==> config.mk <==
export PLATFORM = sky130hd
export DESIGN_NAME = bitrev_frame_ctrl
export DESIGN_NICKNAME = d
export VERILOG_FILES = /design/src/rtl/bitrev_pkg.sv /design/src/rtl/bitrev_frame_ctrl_decode.sv /design/src/rtl/bitrev_frame_ctrl.sv
export SDC_FILE = /design/constraint.sdc
export NUM_CORES = 1
export LEC_CHECK = 0
export BUFFER_PORTS_ARGS = -buffer_cell sky130_fd_sc_hd__clkbuf_2
export CORE_MARGIN = 5
export CORE_UTILIZATION = 50
export CTS_CLUSTER_DIAMETER = 80
export DETAILED_ROUTE_END_ITERATION = 10
export MAX_ROUTING_LAYER = met4
export PLACE_DENSITY = 0.83
export SYNTH_ARGS = -nofsm -noshare
export SYNTH_HDL_FRONTEND = slang
export SYNTH_HIERARCHICAL = 1
export SYNTH_SLANG_ARGS = --single-unit
export TNS_END_PERCENT = 10
==> constraint.sdc <==
create_clock -name clk -period 4.5 [get_ports clk]
set_input_delay 0 -clock clk [delete_from_list [all_inputs] [get_ports clk]]
set_output_delay 0 -clock clk [all_outputs]
set_load 0.03 [all_outputs]
==> src/rtl/bitrev_pkg.sv <==
`default_nettype none
// ============================================================================
// bitrev_pkg : shared constants, state encoding and bit-reverse helper
// Revision 1.0
// ============================================================================
package bitrev_pkg;

  localparam logic [7:0] CH_ZERO = 8'h30;
  localparam logic [7:0] CH_ONE  = 8'h31;
  localparam logic [7:0] CH_SP   = 8'h20;
  localparam logic [7:0] CH_CR   = 8'h0D;
  localparam logic [7:0] CH_LF   = 8'h0A;

  localparam logic [1:0] ERR_NONE = 2'b00;
  localparam logic [1:0] ERR_CHAR = 2'b01;
  localparam logic [1:0] ERR_TMO  = 2'b10;

  typedef logic [1:0] state_t;
  localparam state_t IDLE    = 2'd0;
  localparam state_t COLLECT = 2'd1;
  localparam state_t OUTPUT  = 2'd2;

  // Word of width i_w sits in the LSBs; result is reversed within those i_w bits.
  function automatic logic [15:0] bit_reverse(input logic [15:0] i_word, input int i_w);
    logic [15:0] w_rev;
    for (int i = 0; i < 16; i++) begin
      w_rev[i] = i_word[15-i];
    end
    return w_rev >> (16 - i_w);
  endfunction

endpackage
`default_nettype wire

==> src/rtl/bitrev_frame_ctrl_decode.sv <==
`default_nettype none
// ============================================================================
// ascii_bit_decode : classifies one ASCII character as data / filler / illegal
// Revision 1.0
// ============================================================================
module ascii_bit_decode (
  input  logic [7:0] i_char,
  output logic       o_is_data,
  output logic       o_is_filler,
  output logic       o_is_illegal,
  output logic       o_bit_val
);
  import bitrev_pkg::*;

  assign o_is_data    = (i_char == CH_ZERO) || (i_char == CH_ONE);
  assign o_is_filler  = (i_char == CH_SP) || (i_char == CH_CR) || (i_char == CH_LF);
  assign o_is_illegal = !(o_is_data || o_is_filler);
  assign o_bit_val    = (i_char == CH_ONE);

endmodule
`default_nettype wire

==> src/rtl/bitrev_frame_ctrl.sv <==
`default_nettype none
// ============================================================================
// bitrev_frame_ctrl : assembles W ASCII bits MSB-first, emits (reversed) word
// Revision 1.0
// ============================================================================
module bitrev_frame_ctrl #(
  parameter int W       = 8,
  parameter bit REVERSE = 1'b1,
  parameter int TIMEOUT = 0
) (
  input  logic                 clk,
  input  logic                 reset,
  input  logic [7:0]           char_in,
  input  logic                 char_valid,
  output logic                 char_ready,
  output logic [W-1:0]         byte_out,
  output logic                 byte_valid,
  input  logic                 out_ready,
  output logic                 err,
  output logic [1:0]           err_code,
  output logic [$clog2(W)-1:0] bit_pos
);
  import bitrev_pkg::*;

  localparam int c_PW = $clog2(W);
  localparam int c_TW = (TIMEOUT > 0) ? $clog2(TIMEOUT + 1) : 1;
  localparam logic [c_PW-1:0] c_LAST_POS = c_PW'(W - 1);

  state_t          r_state;
  logic [W-1:0]    r_asm;
  logic [W-1:0]    r_byte_out;
  logic [c_PW-1:0] r_bit_pos;
  logic            r_valid;
  logic            r_err;
  logic [1:0]      r_err_code;

  logic            w_is_data;
  logic            w_is_filler;
  logic            w_is_illegal;
  logic            w_bit_val;
  logic [2:0]      w_class;
  logic            w_ready;
  logic            w_acc_data;
  logic            w_acc_filler;
  logic            w_acc_illegal;
  logic            w_tmo_expire;
  logic [W-1:0]    w_asm_next;
  logic [W-1:0]    w_word_out;

  ascii_bit_decode u_decode (
    .i_char       (char_in),
    .o_is_data    (w_is_data),
    .o_is_filler  (w_is_filler),
    .o_is_illegal (w_is_illegal),
    .o_bit_val    (w_bit_val)
  );

  // Decoder classes are one-hot; match the full pattern so a bad decode is never accepted as data.
  assign w_class       = {w_is_data, w_is_filler, w_is_illegal};
  assign w_ready       = (r_state != OUTPUT);
  assign w_acc_data    = char_valid & w_ready & (w_class == 3'b100);
  assign w_acc_filler  = char_valid & w_ready & (w_class == 3'b010);
  assign w_acc_illegal = char_valid & w_ready & (w_class == 3'b001);

  // A fresh frame starts from a clean word; otherwise merge the new bit into the partial word.
  always_comb begin
    w_asm_next = (r_state == IDLE) ? '0 : r_asm;
    for (int i = 0; i < W; i++) begin
      if (i == W - 1 - int'(r_bit_pos)) begin
        w_asm_next[i] = w_bit_val;
      end
    end
  end

  generate
    if (REVERSE) begin : g_rev
      assign w_word_out = W'(bit_reverse(16'(w_asm_next), W));
    end else begin : g_straight
      assign w_word_out = w_asm_next;
    end
  endgenerate

  // Filler neither restarts nor advances the idle count; a data char on the expiry cycle wins.
  generate
    if (TIMEOUT > 0) begin : g_tmo
      logic [c_TW-1:0] r_tmo;

      assign w_tmo_expire = (r_state == COLLECT) && !w_acc_data && !w_acc_illegal &&
                            !w_acc_filler && (r_tmo == c_TW'(TIMEOUT - 1));

      always_ff @(posedge clk) begin
        if (reset) begin
          r_tmo <= '0;
        end else if ((r_state != COLLECT) || w_acc_data || w_acc_illegal || w_tmo_expire) begin
          r_tmo <= '0;
        end else if (!w_acc_filler) begin
          r_tmo <= r_tmo + c_TW'(1);
        end
      end
    end else begin : g_no_tmo
      assign w_tmo_expire = 1'b0;
    end
  endgenerate

  always_ff @(posedge clk) begin
    if (reset) begin
      r_state    <= IDLE;
      r_asm      <= '0;
      r_byte_out <= '0;
      r_bit_pos  <= '0;
      r_valid    <= 1'b0;
      r_err      <= 1'b0;
      r_err_code <= ERR_NONE;
    end else begin
      r_err <= 1'b0;
      case (r_state)
        IDLE: begin
          if (w_acc_data) begin
            r_asm     <= w_asm_next;
            r_bit_pos <= c_PW'(1);
            r_state   <= COLLECT;
          end else if (w_acc_illegal) begin
            r_err      <= 1'b1;
            r_err_code <= ERR_CHAR;
          end
        end
        COLLECT: begin
          if (w_acc_data) begin
            r_asm <= w_asm_next;
            if (r_bit_pos == c_LAST_POS) begin
              r_byte_out <= w_word_out;
              r_valid    <= 1'b1;
              r_bit_pos  <= '0;
              r_state    <= OUTPUT;
            end else begin
              r_bit_pos <= r_bit_pos + c_PW'(1);
            end
          end else if (w_acc_illegal) begin
            r_bit_pos  <= '0;
            r_err      <= 1'b1;
            r_err_code <= ERR_CHAR;
            r_state    <= IDLE;
          end else if (w_tmo_expire) begin
            r_bit_pos  <= '0;
            r_err      <= 1'b1;
            r_err_code <= ERR_TMO;
            r_state    <= IDLE;
          end
        end
        OUTPUT: begin
          if (out_ready) begin
            r_valid <= 1'b0;
            r_state <= IDLE;
          end
        end
        default: begin
          r_state <= IDLE;
        end
      endcase
    end
  end

  assign char_ready = w_ready;
  assign byte_out   = r_byte_out;
  assign byte_valid = r_valid;
  assign err        = r_err;
  assign err_code   = r_err_code;
  assign bit_pos    = r_bit_pos;

endmodule
`default_nettype wire
==> impl_metrics.toml <==
[final_layout]
drive_gt1_share_pct = 23.1
layout.nets = 192
syn_to_final_growth_pct = 13.4
diodes = 0
design_area_um2 = 1520

[timing]
grt_setup_unrepaired = "false"
fin_skew_ns = 0.00130
worst_slack_ns = 2.71
clock.fmax_mhz = 558
relSlewSlack_pct = 43.2
tightest_slew_ns = 0.851
setup_viol = 0
finalMaxSlewViolations = 0
tns_ns = 0
period_share_pct = 39.8
hold_violations = 0
min_period_ns = 1.79

[cts]
path_clk_slew_ns = 0.13
cts_buffers = 3
tritoncts = "done"
cts_root_buffer = "clkbuf_4"
cts_max_level = 1
post_cts_resized = 0
cts.path.max_buffers = 2
post_cts_buffers = 0
insertion_delay_ns = 0.31
clock-sinks = 24

[setup_path]
reg2reg_from = "bit_pos[0]"
slowest_stage = "nor2b_1"
start_kind = "primary input"
reg2regPathDepth = 5
cp.arrival_ns = 2.02
worstPathCellList = "clkbuf_2, nor4b_2, a22oi_1, o221a_1, nor2b_1, nand4b_1, a31o_2"
cp-end-kind = "register"
max_stage_delay_ns = 0.68
crit_fanout = 12
r2r_setup_slack_ns = 2.90
crit_path_start = "char_in[1]"
path_class = "in -> reg"
worst-endpoint-required_ns = 4.73
r2r_end = "bit_pos[0]"

[worst_hold_path]
whs_endpoint = "r_state[0]"
hold_class = "in -> reg"
hp-start = "char_valid"
worst_hold_path.num_cells = 3

[synth]
synthFlopType = "dfxtp_1"
synth.net_count = 170
syn_area_um2 = 1340
synth.distinct_cells = 42
syn_avg_cell_area_um2 = 8.82
synthTopCellsByArea = "dfxtp_1, a211oi_1, a21oi_1"
ys.warnings.count = 6
yosys.area.top_type = "dfxtp_1"
yosys.area.top_type_share_pct = 35.9
ys_seq_area_share_pct = 35.9
async_reset_ff_share_pct = 0
synthCells = 152
synth_edf_count = 0
ys_seq_elements = 24

[detailed_routing]
drt_wl_total_um = 3160
via_per_inst = 6.05
wl_per_cell_um = 15.6
firstDrtPassIters = 4
vias = 1229
drc = 0
ant_nets = 0
drt_iter0_drc = 25

[placement]
place_area_um2 = 1450
dp_hpwl_um = 2330
place.gp.congestion = 0.867
dp_slack_ns = 2.39
portBuffers = 26

[floorplanning]
io_pins = 28
die_w_um = 61.8
die_h_um = 61.8
core_area_um2 = 2520
initial_utilization_pct = 53.1
num_rows = 18
dieArea_um2 = 3820

[global_route]
antenna_found_initial = 0
grt_overflow = 0
grt_use_total_pct = 18.9
grt_pass1_vias = 1181
grt_pass1_wl_um = 5330
grt_max_degree = 25

[power]
fin_total_pwr_uw = 399
ir_drop_v = 0.000227
powerDensity_nw_per_um2 = 262
cellLeakagePower_nw = 0.583

[flow_run]
drv_cap = 0

[status]
status = "complete, no violations"
==> layout make-up <==
class / instances / area [µm²]
clock buffer: 3 / 22.5
tap: 30 / 37.5
multi-input combinational: 112 / 787
clock inverter: 1 / 30.0
timing repair buffer: 27 / 140
inverter: 6 / 22.5
sequential: 24 / 480
fill: 238 / 1000
==> critical path, delay by kind of cell <==
| family | cells | cell delay (ns) |
|---|---|---|
| compound gates | 3 | 0.71 |
| buf+inv | 1 | 0.12 |
| simple gates | 3 | 1.18 |
==> worst max path at each step <==
stage               slack, ns         end  cells past startpoint
CTS                      2.54    r_asm[2]                      3
global route             2.51  bit_pos[2]                      7
finish                   2.71  r_state[0]                      7
floorplan                2.92  bit_pos[0]                      5
detailed placement       2.39  r_state[0]                      7
global placement         2.53  bit_pos[0]                      7
==> state kept, by name (all words and copies together), names as in the netlist <==
signal,cells
bit_pos,3
byte_out,8
byte_valid,1
err,1
err_code,1
r_asm,8
r_state,2
==> through the flow <==
step	instances	hold WS (ns)	utilization (%)
4_1_cts	203	0.0470	60.1
3_5_place_dp	198	0.232	57.6
5_1_grt	203	0.0644	60.3
6_report	203	0.0620	60.3
3_3_place_gp	198	0.228	57.6
2_1_floorplan	152	0.117	-
==> cell usage after synthesis, drive strengths merged (5+ instances only) <==
| cell | count |
|---|---|
| a211oi | 16 |
| nand2 | 7 |
| nor2 | 5 |
| a31oi | 7 |
| ha | 6 |
| dfxtp | 24 |
| a21oi | 19 |
| inv | 6 |
| buf | 7 |
| nand2b | 5 |
| nand3b | 5 |
==> metal layers <==
layer | share of wire [%] | up-vias | track usage (%)
met4 | 1.3 | 0 | 6.67
li1 | - | 611 | -
met5 | 0 | - | -
met1 | 43 | 583 | 23.5
met3 | 4.4 | 5 | 2.07
met2 | 51 | 30 | 31.5
==> cells in the final DEF (no fill, tap or decap), drive strengths merged, types with 3 or more instances in the layout <==
master	n
dfxtp	24
a31oi	7
and3b	4
a211oi	16
a22oi	3
a21oi	19
inv	6
ha	6
nor2b	4
nand2b	5
nor2	5
nand2	7
nand3b	5
clkbuf	29
and3	4
==> cells by family (layout without fill, tap and decap cells) <==
logic type | count (synthesis) | after routing | synth area share, %
buf+inv | 16 | 37 | 5.79
fa+ha+maj | 6 | 6 | 5.60
other cells | 1 | 1 | 0.280
flops | 24 | 24 | 35.9
compound gates | 54 | 54 | 27.0
simple gates | 51 | 51 | 25.5
==> where the power goes <==
| group | total (mW) | internal, mW | switching (mW) |
|---|---|---|---|
| Clock | 0.157 | 0.0900 | 0.0667 |
| Sequential | 0.214 | 0.214 | 0.000544 |
| Combinational | 0.0277 | 0.0100 | 0.0177 |
| Total | 0.399 | 0.314 | 0.0849 |
==> timing repair <==
action                                  in CTS  in global routing
endpoints found under the setup margin       0                  0
hold buffers                                 1                  0
hold endpoints to repair                     2                  0
Power figures use the tool's default switching activity.
